`src/rtl/axis_data_packer_param.sv`:
```
// AXI-Stream width packer: gathers 1..MAX_RATIO narrow beats into one wide word with tkeep/tlast.
// Build option DATA_PACKER_MSB_FIRST_EN places the first beat in the top lane (left-justified words).
module axis_data_packer_param #(
    parameter int IN_WIDTH  = 8,
    parameter int MAX_RATIO = 8,
    parameter int CFG_WIDTH = 16
) (
    input  logic                          clk,
    input  logic                          reset_n,
    input  logic [CFG_WIDTH-1:0]          confi,
    input  logic [IN_WIDTH-1:0]           s_axis_tdata,
    input  logic                          s_axis_tvalid,
    output logic                          s_axis_tready,
    input  logic                          s_axis_tlast,
    output logic [IN_WIDTH*MAX_RATIO-1:0] m_axis_tdata,
    output logic [MAX_RATIO-1:0]          m_axis_tkeep,
    output logic                          m_axis_tvalid,
    input  logic                          m_axis_tready,
    output logic                          m_axis_tlast,
    output logic                          cfg_err
);
    localparam int HALF = CFG_WIDTH / 2;
    localparam int LCW  = $clog2(MAX_RATIO + 1);

    localparam logic [0:0] ST_FILL = 1'b0;
    localparam logic [0:0] ST_FULL = 1'b1;

    typedef logic [MAX_RATIO-1:0][IN_WIDTH-1:0] word_t;

    logic [0:0]           state_q, state_d;
    word_t                acc_q, acc_d, merged;
    logic [MAX_RATIO-1:0] acc_keep_q, acc_keep_d, merged_keep, lane_hit;
    logic                 acc_last_q, acc_last_d;
    logic [LCW-1:0]       lane_q, lane_d, lane_nxt;
    logic [LCW-1:0]       ratio_q, ratio_d, eff_ratio, clamp_ratio;
    logic [HALF-1:0]      raw_ratio, len_q, len_d, eff_len;
    logic [HALF-1:0]      pkt_cnt_q, pkt_cnt_d, pkt_nxt;
    logic                 pkt_act_q, pkt_act_d;
    word_t                out_data_q, out_data_d;
    logic [MAX_RATIO-1:0] out_keep_q, out_keep_d;
    logic                 out_valid_q, out_valid_d, out_last_q, out_last_d;
    logic                 err_q, err_d;
    logic                 rdy_en_q;
    logic                 accept, out_free, out_drain, first_beat, ratio_bad;
    logic                 len_hit, beat_last, beat_done;

    assign s_axis_tready = rdy_en_q & (state_q == ST_FILL);
    assign accept        = s_axis_tvalid & s_axis_tready;
    assign out_drain     = out_valid_q & m_axis_tready;
    assign out_free      = ~out_valid_q | m_axis_tready;

    // Config is only taken from confi on the first beat of a packet; later beats use the latched copy.
    assign first_beat  = ~pkt_act_q;
    assign raw_ratio   = confi[CFG_WIDTH-1:HALF];
    assign ratio_bad   = raw_ratio > HALF'(MAX_RATIO);
    assign clamp_ratio = (raw_ratio == '0) ? LCW'(1) :
                         ratio_bad         ? LCW'(MAX_RATIO) : LCW'(raw_ratio);
    assign eff_ratio   = first_beat ? clamp_ratio : ratio_q;
    assign eff_len     = first_beat ? confi[HALF-1:0] : len_q;

    assign lane_nxt  = lane_q + LCW'(1);
    assign pkt_nxt   = pkt_cnt_q + HALF'(1);
    assign len_hit   = (eff_len != '0) && (pkt_nxt == eff_len);
    assign beat_last = s_axis_tlast | len_hit;
    assign beat_done = (lane_nxt == eff_ratio) | beat_last;

    for (genvar i = 0; i < MAX_RATIO; i++) begin : g_lane
`ifdef DATA_PACKER_MSB_FIRST_EN
        localparam int BEAT = MAX_RATIO - 1 - i;
`else
        localparam int BEAT = i;
`endif
        assign lane_hit[i]    = (lane_q == LCW'(BEAT));
        assign merged[i]      = lane_hit[i] ? s_axis_tdata : acc_q[i];
        assign merged_keep[i] = lane_hit[i] | acc_keep_q[i];
    end

    always_comb begin
        state_d     = state_q;
        acc_d       = acc_q;
        acc_keep_d  = acc_keep_q;
        acc_last_d  = acc_last_q;
        lane_d      = lane_q;
        ratio_d     = ratio_q;
        len_d       = len_q;
        pkt_cnt_d   = pkt_cnt_q;
        pkt_act_d   = pkt_act_q;
        out_data_d  = out_data_q;
        out_keep_d  = out_keep_q;
        out_last_d  = out_last_q;
        out_valid_d = out_valid_q & ~m_axis_tready;
        err_d       = err_q;

        if (accept) begin
            if (first_beat) begin
                ratio_d = clamp_ratio;
                len_d   = confi[HALF-1:0];
                if (ratio_bad) err_d = 1'b1;
            end
            pkt_cnt_d = beat_last ? '0 : pkt_nxt;
            pkt_act_d = ~beat_last;
            if (beat_done) begin
                lane_d = '0;
                if (out_free) begin
                    // Completed word bypasses ACC straight into OUT.
                    out_data_d  = merged;
                    out_keep_d  = merged_keep;
                    out_last_d  = beat_last;
                    out_valid_d = 1'b1;
                    acc_d       = '0;
                    acc_keep_d  = '0;
                    acc_last_d  = 1'b0;
                end else begin
                    acc_d      = merged;
                    acc_keep_d = merged_keep;
                    acc_last_d = beat_last;
                    state_d    = ST_FULL;
                end
            end else begin
                acc_d      = merged;
                acc_keep_d = merged_keep;
                lane_d     = lane_nxt;
            end
        end

        if ((state_q == ST_FULL) && out_drain) begin
            out_data_d  = acc_q;
            out_keep_d  = acc_keep_q;
            out_last_d  = acc_last_q;
            out_valid_d = 1'b1;
            acc_d       = '0;
            acc_keep_d  = '0;
            acc_last_d  = 1'b0;
            state_d     = ST_FILL;
        end
    end

    always_ff @(posedge clk or negedge reset_n) begin
        if (!reset_n) begin
            state_q     <= ST_FILL;
            acc_q       <= '0;
            acc_keep_q  <= '0;
            acc_last_q  <= 1'b0;
            lane_q      <= '0;
            ratio_q     <= LCW'(1);
            len_q       <= '0;
            pkt_cnt_q   <= '0;
            pkt_act_q   <= 1'b0;
            out_data_q  <= '0;
            out_keep_q  <= '0;
            out_last_q  <= 1'b0;
            out_valid_q <= 1'b0;
            err_q       <= 1'b0;
            rdy_en_q    <= 1'b0;
        end else begin
            state_q     <= state_d;
            acc_q       <= acc_d;
            acc_keep_q  <= acc_keep_d;
            acc_last_q  <= acc_last_d;
            lane_q      <= lane_d;
            ratio_q     <= ratio_d;
            len_q       <= len_d;
            pkt_cnt_q   <= pkt_cnt_d;
            pkt_act_q   <= pkt_act_d;
            out_data_q  <= out_data_d;
            out_keep_q  <= out_keep_d;
            out_last_q  <= out_last_d;
            out_valid_q <= out_valid_d;
            err_q       <= err_d;
            rdy_en_q    <= 1'b1;
        end
    end

    assign m_axis_tdata  = out_data_q;
    assign m_axis_tkeep  = out_keep_q;
    assign m_axis_tvalid = out_valid_q;
    assign m_axis_tlast  = out_last_q;
    assign cfg_err       = err_q;

endmodule

```
`config.mk`:
```
export PLATFORM = sky130hd
export DESIGN_NAME = axis_data_packer_param
export DESIGN_NICKNAME = d
export VERILOG_FILES = /design/src/rtl/axis_data_packer_param.sv
export SDC_FILE = /design/constraint.sdc
export NUM_CORES = 1
export LEC_CHECK = 0
export BUFFER_PORTS_ARGS = -buffer_cell sky130_fd_sc_hd__buf_2
export CAP_MARGIN = 10
export CELL_PAD_IN_SITES_DETAIL_PLACEMENT = 1
export CELL_PAD_IN_SITES_GLOBAL_PLACEMENT = 1
export CORE_MARGIN = 2
export CORE_UTILIZATION = 48
export DETAILED_ROUTE_END_ITERATION = 8
export GPL_ROUTABILITY_DRIVEN = 0
export PLACE_DENSITY_LB_ADDON = 0.2
export REMOVE_ABC_BUFFERS = 1
export SETUP_SLACK_MARGIN = 0.02
export SKIP_CTS_REPAIR_TIMING = 1
export SYNTH_ARGS = -nofsm -noshare
export SYNTH_HDL_FRONTEND = slang
export SYNTH_SLANG_ARGS = --single-unit
```
`constraint.sdc`:
```
create_clock -name clk -period 3.55 [get_ports clk]
set_input_delay 0.355 -clock clk [delete_from_list [all_inputs] [get_ports clk]]
set_output_delay 0.355 -clock clk [all_outputs]
set_load 0.01 [all_outputs]
```
==> flow_metrics.env <==
export IMPL_crit_path_end_kind="register"
export IMPL_cts_root_buffer="clkbuf_16"
export IMPL_maxSlewHeadroom_pct=45.0
export IMPL_total_power_mw=6.58
export IMPL_avgRoutedWirePerCell_um=21.8
export IMPL_routed_wl_um=21700
export IMPL_startpoint_type="register"
export IMPL_ys_seq_elements=175
export IMPL_diodes=0
export IMPL_yosysUniqueCellTypes=58
export IMPL_clkTransAtPathRegs_ps=70
export IMPL_firstDrtPassIters=4
export IMPL_cts_buffers=17
export IMPL_ant_nets=0
export IMPL_max_clock_freq_mhz=296
export IMPL_reg2reg_to="m_axis_tdata[4]"
export IMPL_clockBufferDepth=2
export IMPL_worstPathRequired_ps=3870
export IMPL_io_buffers=104
export IMPL_cts_sinks=175
export IMPL_synth_cells=653
export IMPL_io_pins=105
export IMPL_final_nets=786
export IMPL_r2r_start="lane_q[0]"
export IMPL_drive_gt1_share_pct=40.3
export IMPL_nFillCells=1826
export IMPL_syn_area_per_cell_um2=13.3
export IMPL_critPathCapture="m_axis_tdata[4]"
export IMPL_yosys_top_cells_area="dfrtp_1, mux2_4, mux2_2"
export IMPL_reg2reg_slack_ps=170
export IMPL_p_per_area_nw_per_um2=660
export IMPL_cap_violations=0
export IMPL_critPathKind="register to register"
export IMPL_synth_edf_count=0
export IMPL_async_reset_ff_share_pct=100
export IMPL_vias=5827
export IMPL_htreeDepth=4
export IMPL_grt_pass1_vias=6395
export IMPL_core_um2=17800
export IMPL_holdWs_ps=-12.4
export IMPL_setup_violations=0
export IMPL_drc=0
export IMPL_violations="hold timing"
export IMPL_netlist_area_um2=8670
export IMPL_critPathMaxFanout=21
export IMPL_die_h_um=138
export IMPL_status="complete, but fails checks"
export IMPL_cts_tree="yes"
export IMPL_critPathArrivalTime_ps=3700
export IMPL_grt_max_degree=88
export IMPL_crit_start="lane_q[0]"
export IMPL_tightest_slew_ps=826
export IMPL_p_leak_nw=4.83
export IMPL_ir_drop_mv=0.427
export IMPL_ys_warn_count=0
export IMPL_hold_path_class="input pin to asynchronous set/reset pin"
export IMPL_fin_crit_sh_pct=95.1
export IMPL_synth_ff_type="dfrtp_1"
export IMPL_area_delta_synth_final_pct=14.9
export IMPL_fp_row_count=49
export IMPL_reg2reg_depth=11
export IMPL_dp_hpwl_um=14300
export IMPL_synth_top_area_share_pct=50.2
export IMPL_grt_ovfl_total=0
export IMPL_dieArea_um2=19200
export IMPL_yosysTopAreaCell="dfrtp_1"
export IMPL_antenna_found_initial=0
export IMPL_grt_use_total_pct=23.2
export IMPL_initial_core_util_pct=48.6
export IMPL_drt_iter0_drc=365
export IMPL_utilization_pct=55.9
export IMPL_fin_skew_ps=9.35
export IMPL_via_per_inst=5.86
export IMPL_final_max_slew_viol_count=0
export IMPL_finalCriticalPeriod_ps=3380
export IMPL_fp_dieW_um=138
export IMPL_insertion_delay_ps=440
export IMPL_rsz0062_at_grt="no"
export IMPL_synth_seq_area_share_pct=50.5
export IMPL_grt_first_pass_wirelength_um=35300
export IMPL_hold_viol=9
-- cells by family after synthesis --
| group | Yosys count | synth area share [%] |
|---|---|---|
| buf+inv | 50 | 3.91 |
| xor+xnor | 13 | 1.63 |
| fa+ha+maj | 5 | 0.722 |
| compound gates | 124 | 13.1 |
| mux | 155 | 22.8 |
| other cells | 1 | 0.0432 |
| flops | 175 | 50.5 |
| simple gates | 130 | 7.23 |
-- cell type report --
cell class              count  area (um^2)  share of cell area (%)
clock buffers              20          447                    4.48
clock inverters            12          158                    1.58
inverters                  11         41.3                   0.414
multi-input cells         428         3960                    39.7
flip-flops and latches    175         4380                    44.0
well taps                 229          287                    2.88
repair buffers            119          694                    6.97
-- cells in the mapped netlist (4+ instances only) --
master and instances:
dfrtp_1 174, mux2_2 74, mux2_4 67, a32o_1 64, nor2_1 43, nand2_1 36, clkbuf_1 19, o21ai_0 15
mux2i_1 14, inv_1 11, nand3_1 11, buf_12 8, buf_2 8, o31ai_2 8, xnor2_1 8, a21oi_1 7
nand2b_1 7, and3_1 6, a21o_1 5, ha_1 5, nand4_1 5, a22o_1 4, nor4_1 4
-- stage by stage --
step	area [um^2]	worst slack (ps)	TNS (ps)	std cells
after floorplan	8370	-1260	-93080	614
after global placement	9320	308	0	960
after detailed placement	9320	77.1	0	960
after CTS	9930	72.7	0	992
after global routing	9960	16.7	0	994
final	9960	175	0	994
-- critical path: stages, from the launching register on --
cell	delay, ps
dfrtp_2	470
inv_1	190
ha_1	320
xor2_1	200
a221oi_1	220
o22a_1	180
o211ai_1	180
or3_4	480
a31oi_4	280
buf_4	190
clkbuf_16	220
mux2_4	320
-- how the worst min path moves through the flow --
| stage | end | from | cells after the start | slack (ps) |
|---|---|---|---|---|
| 2_1_floorplan | acc_keep_q[0] | reset_n | 0 | 60 |
| 3_3_place_gp | cfg_err | cfg_err | 1 | 460 |
| 3_5_place_dp | cfg_err | cfg_err | 1 | 460 |
| 4_1_cts | m_axis_tdata[23] | reset_n | 1 | 20 |
| 5_1_grt | m_axis_tdata[23] | reset_n | 1 | 40 |
| 6_report | m_axis_tdata[23] | reset_n | 1 | -10 |
-- per-layer routing --
layer,vias up,share of wire [%],global-route usage (%)
met1,3016,43,29.6
met5,-,0,0
li1,2649,-,-
met4,0,1.2,6.66
met2,138,51,40.0
met3,24,4.1,5.06
-- power breakdown --
part | total, mW | switching [mW] | internal [mW] | leakage [nW]
combinational | 2.09 | 1.15 | 0.933 | 2.15
clock | 1.95 | 0.815 | 1.13 | 0.293
sequential | 2.54 | 0.240 | 2.30 | 2.38
total | 6.58 | 2.21 | 4.37 | 4.83
-- sequential cells by signal (all words and copies together) (netlist names) --
name           flops
rdy_en_q           1
len_q              8
m_axis_tvalid      1
pkt_act_q          1
pkt_cnt_q          8
m_axis_tdata      64
ratio_q            4
cfg_err            1
m_axis_tkeep       8
m_axis_tlast       1
acc_q             64
acc_last_q         1
acc_keep_q         8
state_q            1
lane_q             4
-- layout by cell type, fill, tap and decap left out, types with 6 or more instances in the layout --
cell type,instances
a21oi_1,7
a32o_1,64
and3_1,6
buf_2,103
buf_4,11
clkbuf_16,18
dfrtp_1,173
inv_1,11
mux2_2,74
mux2_4,67
mux2i_1,14
nand2_1,36
nand2b_1,7
nand3_1,11
nor2_1,43
o21ai_0,15
o31ai_2,8
xnor2_1,8
Power figures use the tool's default switching activity.
